`src/rtl/mc_pkg.sv`:
```
`default_nettype none
// ============================================================================
// Package  : mc_pkg
// Purpose  : Shared types and address-map constants for the DDR5 request
//            queue, its address decoder and the scheduler debug display.
// Contents : mc_req_t (raw trace request), mc_op_e (operation codes),
//            mc_decoded_t (request with address split into DRAM fields),
//            bit positions of every DRAM field inside the 34-bit address.
// Revision : 1.0  initial release
// ============================================================================
package mc_pkg;

  // DRAM field positions inside the 34-bit physical address.
  localparam int ROW_HI  = 33;
  localparam int ROW_LO  = 18;
  localparam int COLH_HI = 17;
  localparam int COLH_LO = 12;
  localparam int BANK_HI = 11;
  localparam int BANK_LO = 10;
  localparam int BG_HI   = 9;
  localparam int BG_LO   = 7;
  localparam int CH_BIT  = 6;
  localparam int COLL_HI = 5;
  localparam int COLL_LO = 2;

  // Encoding 3 is reserved; it is carried through untouched and the
  // scheduler treats it as a write.
  typedef enum logic [1:0] {
    RD     = 2'd0,
    WR     = 2'd1,
    IFETCH = 2'd2
  } mc_op_e;

  typedef struct packed {
    logic [3:0]  core;
    logic [31:0] req_time;
    logic [1:0]  operation;
    logic [33:0] address;
  } mc_req_t;

  typedef struct packed {
    logic [3:0]  core;
    logic [1:0]  operation;
    logic [31:0] req_time;
    logic [15:0] row;
    logic [1:0]  bank;
    logic [2:0]  bank_group;
    logic        channel;
    logic [9:0]  column;
  } mc_decoded_t;

endpackage
`default_nettype wire

```
`src/rtl/mc_request_queue_if.sv`:
```
`default_nettype none
// ============================================================================
// Interface: mc_request_queue_if
// Purpose  : Request-side and scheduler-side handshakes of the request queue.
// Modports : master - trace source / scheduler side (drives in_*, out_ready)
//            slave  - the queue (drives in_ready and all out_* signals)
// Signals  : in_valid/in_ready, in_core, in_req_time, in_operation,
//            in_address; out_valid/out_ready, out_core, out_operation,
//            out_req_time, out_row, out_bank, out_bank_group, out_channel,
//            out_column
// Revision : 1.0  initial release
// ============================================================================
interface mc_request_queue_if;

  logic        in_valid;
  logic        in_ready;
  logic [3:0]  in_core;
  logic [31:0] in_req_time;
  logic [1:0]  in_operation;
  logic [33:0] in_address;

  logic        out_valid;
  logic        out_ready;
  logic [3:0]  out_core;
  logic [1:0]  out_operation;
  logic [31:0] out_req_time;
  logic [15:0] out_row;
  logic [1:0]  out_bank;
  logic [2:0]  out_bank_group;
  logic        out_channel;
  logic [9:0]  out_column;

  modport master (
    output in_valid, in_core, in_req_time, in_operation, in_address, out_ready,
    input  in_ready, out_valid, out_core, out_operation, out_req_time, out_row,
           out_bank, out_bank_group, out_channel, out_column
  );

  modport slave (
    input  in_valid, in_core, in_req_time, in_operation, in_address, out_ready,
    output in_ready, out_valid, out_core, out_operation, out_req_time, out_row,
           out_bank, out_bank_group, out_channel, out_column
  );

endinterface
`default_nettype wire

```
`src/rtl/mc_addr_decode.sv`:
```
`default_nettype none
// ============================================================================
// Module   : mc_addr_decode
// Purpose  : Combinational split of a trace request into DRAM row, bank,
//            bank group, channel and column. Also used by the scheduler
//            debug display.
// Ports    : req (in, mc_req_t)      raw request
//            dec (out, mc_decoded_t) request with decoded address fields
// Revision : 1.0  initial release
// ============================================================================
module mc_addr_decode
  import mc_pkg::*;
(
  input  mc_req_t     req,
  output mc_decoded_t dec
);

  // Address bits [1:0] select bytes inside a beat and map to no DRAM field.
  logic w_unused_addr_lsbs;
  assign w_unused_addr_lsbs = ^req.address[1:0];

  always_comb begin
    dec            = '0;
    dec.core       = req.core;
    dec.operation  = req.operation;
    dec.req_time   = req.req_time;
    dec.row        = req.address[ROW_HI:ROW_LO];
    dec.bank       = req.address[BANK_HI:BANK_LO];
    dec.bank_group = req.address[BG_HI:BG_LO];
    dec.channel    = req.address[CH_BIT];
    // The column is split around the bank/bank-group/channel bits.
    dec.column     = {req.address[COLH_HI:COLH_LO], req.address[COLL_HI:COLL_LO]};
  end

endmodule
`default_nettype wire

```
`src/rtl/mc_request_queue.sv`:
```
`default_nettype none
// ============================================================================
// Module   : mc_request_queue
// Purpose  : In-order request queue in front of the DDR5 command scheduler.
//            The head entry is offered only once cycle_count reaches
//            req_time + ARRIVAL_LAT; a head that is not yet eligible blocks
//            every younger entry. The head is presented already decoded.
// Params   : DEPTH (power of 2, >= 2), ARRIVAL_LAT
// Ports    : clock, reset (async, active high), cycle_count[63:0],
//            bus (mc_request_queue_if.slave), count, full, empty
//            With MC_REQQ_STATS_EN defined: stat_accepted[63:0],
//            stat_hiwater, stat_stall[31:0]
// Revision : 1.0  initial release
// ============================================================================
module mc_request_queue
  import mc_pkg::*;
#(
  parameter int DEPTH       = 16,
  parameter int ARRIVAL_LAT = 2
) (
  input  logic                   clock,
  input  logic                   reset,
  input  logic [63:0]            cycle_count,
  mc_request_queue_if.slave      bus,
  output logic [$clog2(DEPTH):0] count,
  output logic                   full,
  output logic                   empty
`ifdef MC_REQQ_STATS_EN
  ,
  output logic [63:0]            stat_accepted,
  output logic [$clog2(DEPTH):0] stat_hiwater,
  output logic [31:0]            stat_stall
`endif
);

  localparam int c_PTR_W = $clog2(DEPTH);
  localparam int c_CNT_W = c_PTR_W + 1;

  mc_req_t            r_mem [DEPTH];
  logic [c_PTR_W-1:0] r_wr_ptr;
  logic [c_PTR_W-1:0] r_rd_ptr;
  logic [c_CNT_W-1:0] r_count;
  logic [c_CNT_W-1:0] w_count_next;

  logic        w_full;
  logic        w_empty;
  logic        w_push;
  logic        w_pop;
  logic        w_out_valid;
  logic [63:0] w_release_time;
  mc_req_t     w_in_req;
  mc_req_t     w_head;
  mc_decoded_t w_head_dec;

  assign w_full  = (r_count == c_CNT_W'(DEPTH));
  assign w_empty = (r_count == '0);

  assign w_in_req = {bus.in_core, bus.in_req_time, bus.in_operation, bus.in_address};
  assign w_head   = r_mem[r_rd_ptr];

  // Widened to 64 bits before the add so a req_time near 2^32 cannot wrap.
  assign w_release_time = {32'b0, w_head.req_time} + 64'(ARRIVAL_LAT);
  assign w_out_valid    = !w_empty && (cycle_count >= w_release_time);

  assign w_push = bus.in_valid && !w_full;
  assign w_pop  = w_out_valid && bus.out_ready;

  always_comb begin
    w_count_next = r_count;
    case ({w_push, w_pop})
      2'b10:   w_count_next = r_count + c_CNT_W'(1);
      2'b01:   w_count_next = r_count - c_CNT_W'(1);
      default: w_count_next = r_count;
    endcase
  end

  // Storage is cleared on reset so the payload outputs read zero while
  // reset is applied. Pointers wrap naturally because DEPTH is a power of 2.
  always_ff @(posedge clock or posedge reset) begin
    if (reset) begin
      r_wr_ptr <= '0;
      r_rd_ptr <= '0;
      r_count  <= '0;
      for (int i = 0; i < DEPTH; i++) begin
        r_mem[i] <= '0;
      end
    end else begin
      if (w_push) begin
        r_mem[r_wr_ptr] <= w_in_req;
        r_wr_ptr        <= r_wr_ptr + c_PTR_W'(1);
      end
      if (w_pop) begin
        r_rd_ptr <= r_rd_ptr + c_PTR_W'(1);
      end
      r_count <= w_count_next;
    end
  end

  mc_addr_decode u_addr_decode (
    .req (w_head),
    .dec (w_head_dec)
  );

  assign bus.in_ready       = !w_full;
  assign bus.out_valid      = w_out_valid;
  assign bus.out_core       = w_head_dec.core;
  assign bus.out_operation  = w_head_dec.operation;
  assign bus.out_req_time   = w_head_dec.req_time;
  assign bus.out_row        = w_head_dec.row;
  assign bus.out_bank       = w_head_dec.bank;
  assign bus.out_bank_group = w_head_dec.bank_group;
  assign bus.out_channel    = w_head_dec.channel;
  assign bus.out_column     = w_head_dec.column;

  assign count = r_count;
  assign full  = w_full;
  assign empty = w_empty;

`ifdef MC_REQQ_STATS_EN
  logic [63:0]        r_stat_accepted;
  logic [c_CNT_W-1:0] r_stat_hiwater;
  logic [31:0]        r_stat_stall;

  // High-water mark follows the next count so it is current the cycle after
  // the push that set it.
  always_ff @(posedge clock or posedge reset) begin
    if (reset) begin
      r_stat_accepted <= '0;
      r_stat_hiwater  <= '0;
      r_stat_stall    <= '0;
    end else begin
      if (w_push && (r_stat_accepted != '1)) begin
        r_stat_accepted <= r_stat_accepted + 64'd1;
      end
      if (w_count_next > r_stat_hiwater) begin
        r_stat_hiwater <= w_count_next;
      end
      if (bus.in_valid && w_full && (r_stat_stall != '1)) begin
        r_stat_stall <= r_stat_stall + 32'd1;
      end
    end
  end

  assign stat_accepted = r_stat_accepted;
  assign stat_hiwater  = r_stat_hiwater;
  assign stat_stall    = r_stat_stall;
`endif

endmodule
`default_nettype wire

```
`src/flat_wrapper.sv`:
```
// flat-port wrapper written by rule: the top's interface ports become plain ports
module mc_request_queue_flat import mc_pkg::*;
#(
  parameter int DEPTH       = 16,
  parameter int ARRIVAL_LAT = 2
)
  (clock, reset, cycle_count, count, full, empty, bus_in_valid, bus_in_core, bus_in_req_time, bus_in_operation, bus_in_address, bus_out_ready, bus_in_ready, bus_out_valid, bus_out_core, bus_out_operation, bus_out_req_time, bus_out_row, bus_out_bank, bus_out_bank_group, bus_out_channel, bus_out_column);
  mc_request_queue_if bus_i ();
  input  logic clock;
  input  logic reset;
  input  logic [63:0] cycle_count;
  output logic [$clog2(DEPTH):0] count;
  output logic full;
  output logic empty;
  input wire logic [$bits(bus_i.in_valid)-1:0] bus_in_valid;
  input wire logic [$bits(bus_i.in_core)-1:0] bus_in_core;
  input wire logic [$bits(bus_i.in_req_time)-1:0] bus_in_req_time;
  input wire logic [$bits(bus_i.in_operation)-1:0] bus_in_operation;
  input wire logic [$bits(bus_i.in_address)-1:0] bus_in_address;
  input wire logic [$bits(bus_i.out_ready)-1:0] bus_out_ready;
  output wire logic [$bits(bus_i.in_ready)-1:0] bus_in_ready;
  output wire logic [$bits(bus_i.out_valid)-1:0] bus_out_valid;
  output wire logic [$bits(bus_i.out_core)-1:0] bus_out_core;
  output wire logic [$bits(bus_i.out_operation)-1:0] bus_out_operation;
  output wire logic [$bits(bus_i.out_req_time)-1:0] bus_out_req_time;
  output wire logic [$bits(bus_i.out_row)-1:0] bus_out_row;
  output wire logic [$bits(bus_i.out_bank)-1:0] bus_out_bank;
  output wire logic [$bits(bus_i.out_bank_group)-1:0] bus_out_bank_group;
  output wire logic [$bits(bus_i.out_channel)-1:0] bus_out_channel;
  output wire logic [$bits(bus_i.out_column)-1:0] bus_out_column;
  assign bus_i.in_valid = bus_in_valid;
  assign bus_i.in_core = bus_in_core;
  assign bus_i.in_req_time = bus_in_req_time;
  assign bus_i.in_operation = bus_in_operation;
  assign bus_i.in_address = bus_in_address;
  assign bus_i.out_ready = bus_out_ready;
  assign bus_in_ready = bus_i.in_ready;
  assign bus_out_valid = bus_i.out_valid;
  assign bus_out_core = bus_i.out_core;
  assign bus_out_operation = bus_i.out_operation;
  assign bus_out_req_time = bus_i.out_req_time;
  assign bus_out_row = bus_i.out_row;
  assign bus_out_bank = bus_i.out_bank;
  assign bus_out_bank_group = bus_i.out_bank_group;
  assign bus_out_channel = bus_i.out_channel;
  assign bus_out_column = bus_i.out_column;
  mc_request_queue #(.DEPTH(DEPTH), .ARRIVAL_LAT(ARRIVAL_LAT)) u_core (.clock(clock), .reset(reset), .cycle_count(cycle_count), .bus(bus_i), .count(count), .full(full), .empty(empty));
endmodule
```
`config.mk`:
```
export PLATFORM = sky130hd
export DESIGN_NAME = mc_request_queue_flat
export DESIGN_NICKNAME = d
export VERILOG_FILES = /design/src/rtl/mc_pkg.sv /design/src/rtl/mc_request_queue_if.sv /design/src/rtl/mc_addr_decode.sv /design/src/rtl/mc_request_queue.sv /design/src/flat_wrapper.sv
export SDC_FILE = /design/constraint.sdc
export NUM_CORES = 2
export LEC_CHECK = 0
export BUFFER_PORTS_ARGS = -buffer_cell sky130_fd_sc_hd__buf_2
export CAP_MARGIN = 10
export CORE_MARGIN = 5
export CORE_UTILIZATION = 60
export CTS_BUF_LIST = sky130_fd_sc_hd__clkbuf_2
export DETAILED_ROUTE_END_ITERATION = 6
export PLACE_DENSITY = 0.78
export SKIP_LAST_GASP = 1
export SLEW_MARGIN = 20
export SYNTH_ARGS = -nofsm -noshare
export SYNTH_HDL_FRONTEND = slang
export SYNTH_SLANG_ARGS = --single-unit
export TNS_END_PERCENT = 10
```
`constraint.sdc`:
```
create_clock -name clock -period 62.9 [get_ports clock]
set_input_delay 9.435 -clock clock [delete_from_list [all_inputs] [get_ports clock]]
set_output_delay 9.435 -clock clock [all_outputs]
set_load 0.03 [all_outputs]
```
==> metrics.yaml <==
timing:
  worst_pin_slew_ps: 1163
  tns_ps: 0
  fin_crit_sh_pct: 34.10
  finalHoldViolCount: 0
  whs_ps: 505.8
  finalWorstSetupSlack_ps: 41450
  max_freq_ghz: 0.04663
  finalSetupViolations: 0
  relSlewSlack_pct: 22.46
  skew_ps: 112.8
  final_max_slew_viol_count: 0
  rsz0062_at_grt: "false"
  period_needed_ps: 21450
pwr:
  p_per_area_nw_per_um2: 56.67
  p_comb_share_pct: 45.9
  clock_power_share_pct: 14.6
  p_total_mw: 3.208
  switching_share_pct: 36.72
  seqPwrFrac_pct: 39.5
  p_sw_mw: 1.178
  intPower_mw: 2.030
  p_leak_nw: 25.95
  peakVddDrop_mv: 0.04221
drt:
  route.detailed.drc: 0
  vias: 30187
  drt-pass1-iter-count: 6
  wl_per_cell_um: 26.13
  routed_wl_um: 126100
  ant_nets: 0
  avgViaCountPerCell: 6.258
  drt_iter0_markers: 1976
synth:
  syn-cell-area_um2: 52560
  synthTopCellsByCount: "dfrtp_1, mux2_2, mux4_2, buf_2, clkbuf_1"
  synth_cells: 3204
  yosys.cell_types.count: 62
  synth-edff-count: 0
  yosysMostFrequentCell: "dfrtp_1"
  syn-num-nets: 3388
  async_flop_share_pct: 100.0
  yosys_warnings: 0
  synth.ff_latch_count: 1133
  synth_top_area_cell: "dfrtp_1"
  synth.area.top_cells: "dfrtp_1, mux2_2, mux4_2"
  synth_ff_type: "dfrtp_1"
  synth_top_area_share_pct: 53.95
  ys_seq_area_share_pct: 53.95
  syn_area_per_cell_um2: 16.40
clocking:
  cts_max_level: 5
  postCtsHoldBufs: 0
  clk_path_buf_depth: 4
  numCtsBuffers: 302
  cts.sinks: 1133
  cts_setup_buffers: 0
  insertion_delay_ps: 1470
  clk_pin_slew_worst_paths_ps: 80
  ctsResizeCount: 0
  cts_tree: "yes"
  cts_root_buf: "clkbuf_2"
global_route:
  grt_max_degree: 183
  antenna_found_initial: 24
  grt_use_total_pct: 27.31
  overflow: 0
  grt_pass1_vias: 34181
  grt_first_pass_wirelength_um: 197400
placed_design:
  numPortBuffers: 216
  place_worst_setup_slack_ps: 41410
  dpl.hpwl_um: 72170
  gp_congestion: 0.8644
worst_setup_path:
  critical_path_arrival_ps: 12010
  worst-setup-path-type: "input pin to output port"
  crit_path_end_kind: "output port"
  crit_required_ps: 53470
  cp-start-kind: "input pin"
  critical_path.slowest_cell: "a21oi_1"
  max_stage_delay_ps: 510
  crit_fanout: 4
  path_cells: "buf_2, ha_1, a21o_1, a21o_1, a21oi_1, nand2_1, a211o_1, a221oi_1, buf_4, nor2_1, buf_2"
layout:
  layout.nets: 3683
  syn2layout_area_growth_pct: 7.716
  drive_above_1_share_pct: 59.69
floorplanning:
  pin_count: 219
  die_w_um: 306.0
  rows: 108
  die_area_um2: 93610
  dieHeight_um: 306.0
  start_util_pct: 60.49
  core_um2: 86890
min_path:
  hold_class: "flop to flop"
status:
  outcome: "finished clean"
job:
  maxCapViolCount: 0
==> layout by cell type (no fill, tap or decap), types with 7 or more instances in the layout <==
master	count
nand4_1	11
nand2_4	17
mux4_2	320
dfrtp_1	1130
xor2_1	16
xnor2_1	23
a21o_1	16
mux4_1	11
clkinv_1	34
buf_4	37
a21oi_1	12
ha_1	43
nand3b_1	7
clkbuf_2	412
nand3_1	11
buf_2	216
nor2_1	21
mux2i_1	31
o21ai_0	9
nor4_1	9
nand2_1	29
diode_2	15
inv_1	16
mux2_2	1124
==> worst paths after layout <==
kind	start	to	slack, ps	cells past startpoint
max	cycle_count[13]	bus_out_valid	41450	11
min	u_core.r_mem[965]	u_core.r_mem[965]	510	1
max reg2reg	u_core.r_rd_ptr[1]	u_core.count[4]	54330	25
min reg2reg	u_core.r_mem[965]	u_core.r_mem[965]	510	1
max in group asynchronous	reset	u_core.r_mem[924]	50000	7
min in group asynchronous	reset	u_core.r_mem[320]	8060	2
==> cell type report <==
| class | instances | area (um2) |
|---|---|---|
| fill | 6114 | 30280 |
| sequential | 1133 | 28360 |
| multi-input combinational | 1784 | 22890 |
| clock buffer | 412 | 2062 |
| tap | 1155 | 1445 |
| timing repair buffer | 259 | 1435 |
| clock inverter | 47 | 290.3 |
| inverter | 19 | 88.84 |
| antenna | 15 | 37.54 |
==> power groups by stage <==
stage / clock network [mW] / logic, mW / registers, mW
floorplan: 0 / 1.17 / 1.20
global placement: 0 / 1.43 / 1.23
detailed placement: 0 / 1.48 / 1.28
CTS: 0.485 / 1.48 / 1.26
global route: 0.525 / 1.57 / 1.30
finish: 0.470 / 1.47 / 1.27
==> metal layers <==
| metal | routed length [um] | share of wire [%] | global-route usage (%) |
|---|---|---|---|
| met1 | 50230 | 40 | 35.05 |
| met2 | 64640 | 51 | 45.95 |
| met3 | 7664 | 6.1 | 6.502 |
| met4 | 3468 | 2.8 | 10.24 |
| met5 | 47 | 0.037 | 0 |
==> cell families (layout without fill, tap and decap cells) <==
group	Yosys count	in the layout	share of synthesized area, %
muxes	1494	1494	39.19
DFF	1133	1133	53.95
buffers and inverters	287	737	2.750
and+or+nand+nor	145	145	1.514
AOI/OAI and AO/OA	62	62	0.8880
adders and majority gates	44	44	1.062
xor gates and xnor gates	39	39	0.6499
other	0	15	0
==> worst max-delay path, delay by kind of cell <==
kind                       cells  cell delay [ps]
and+or+nand+nor                2              190
buffers and inverters          3              510
adders and majority gates      1              300
AOI/OAI and AO/OA              5             1570
==> flip-flops by register name, indices dropped and copies added (netlist names) <==
name	flops
u_core.r_wr_ptr	4
u_core.r_mem	1120
u_core.r_rd_ptr	4
u_core.count	5
==> stage by stage <==
step / instance area, um2 / utilization (%) / cells
CTS: 56540 / 65.07 / 4809
floorplan: 52560 / - / 3204
global route: 56600 / 65.15 / 4821
finish: 56610 / 65.15 / 4824
global placement: 54190 / 62.37 / 4350
detailed placement: 54190 / 62.37 / 4350
Power figures use the tool's default switching activity.
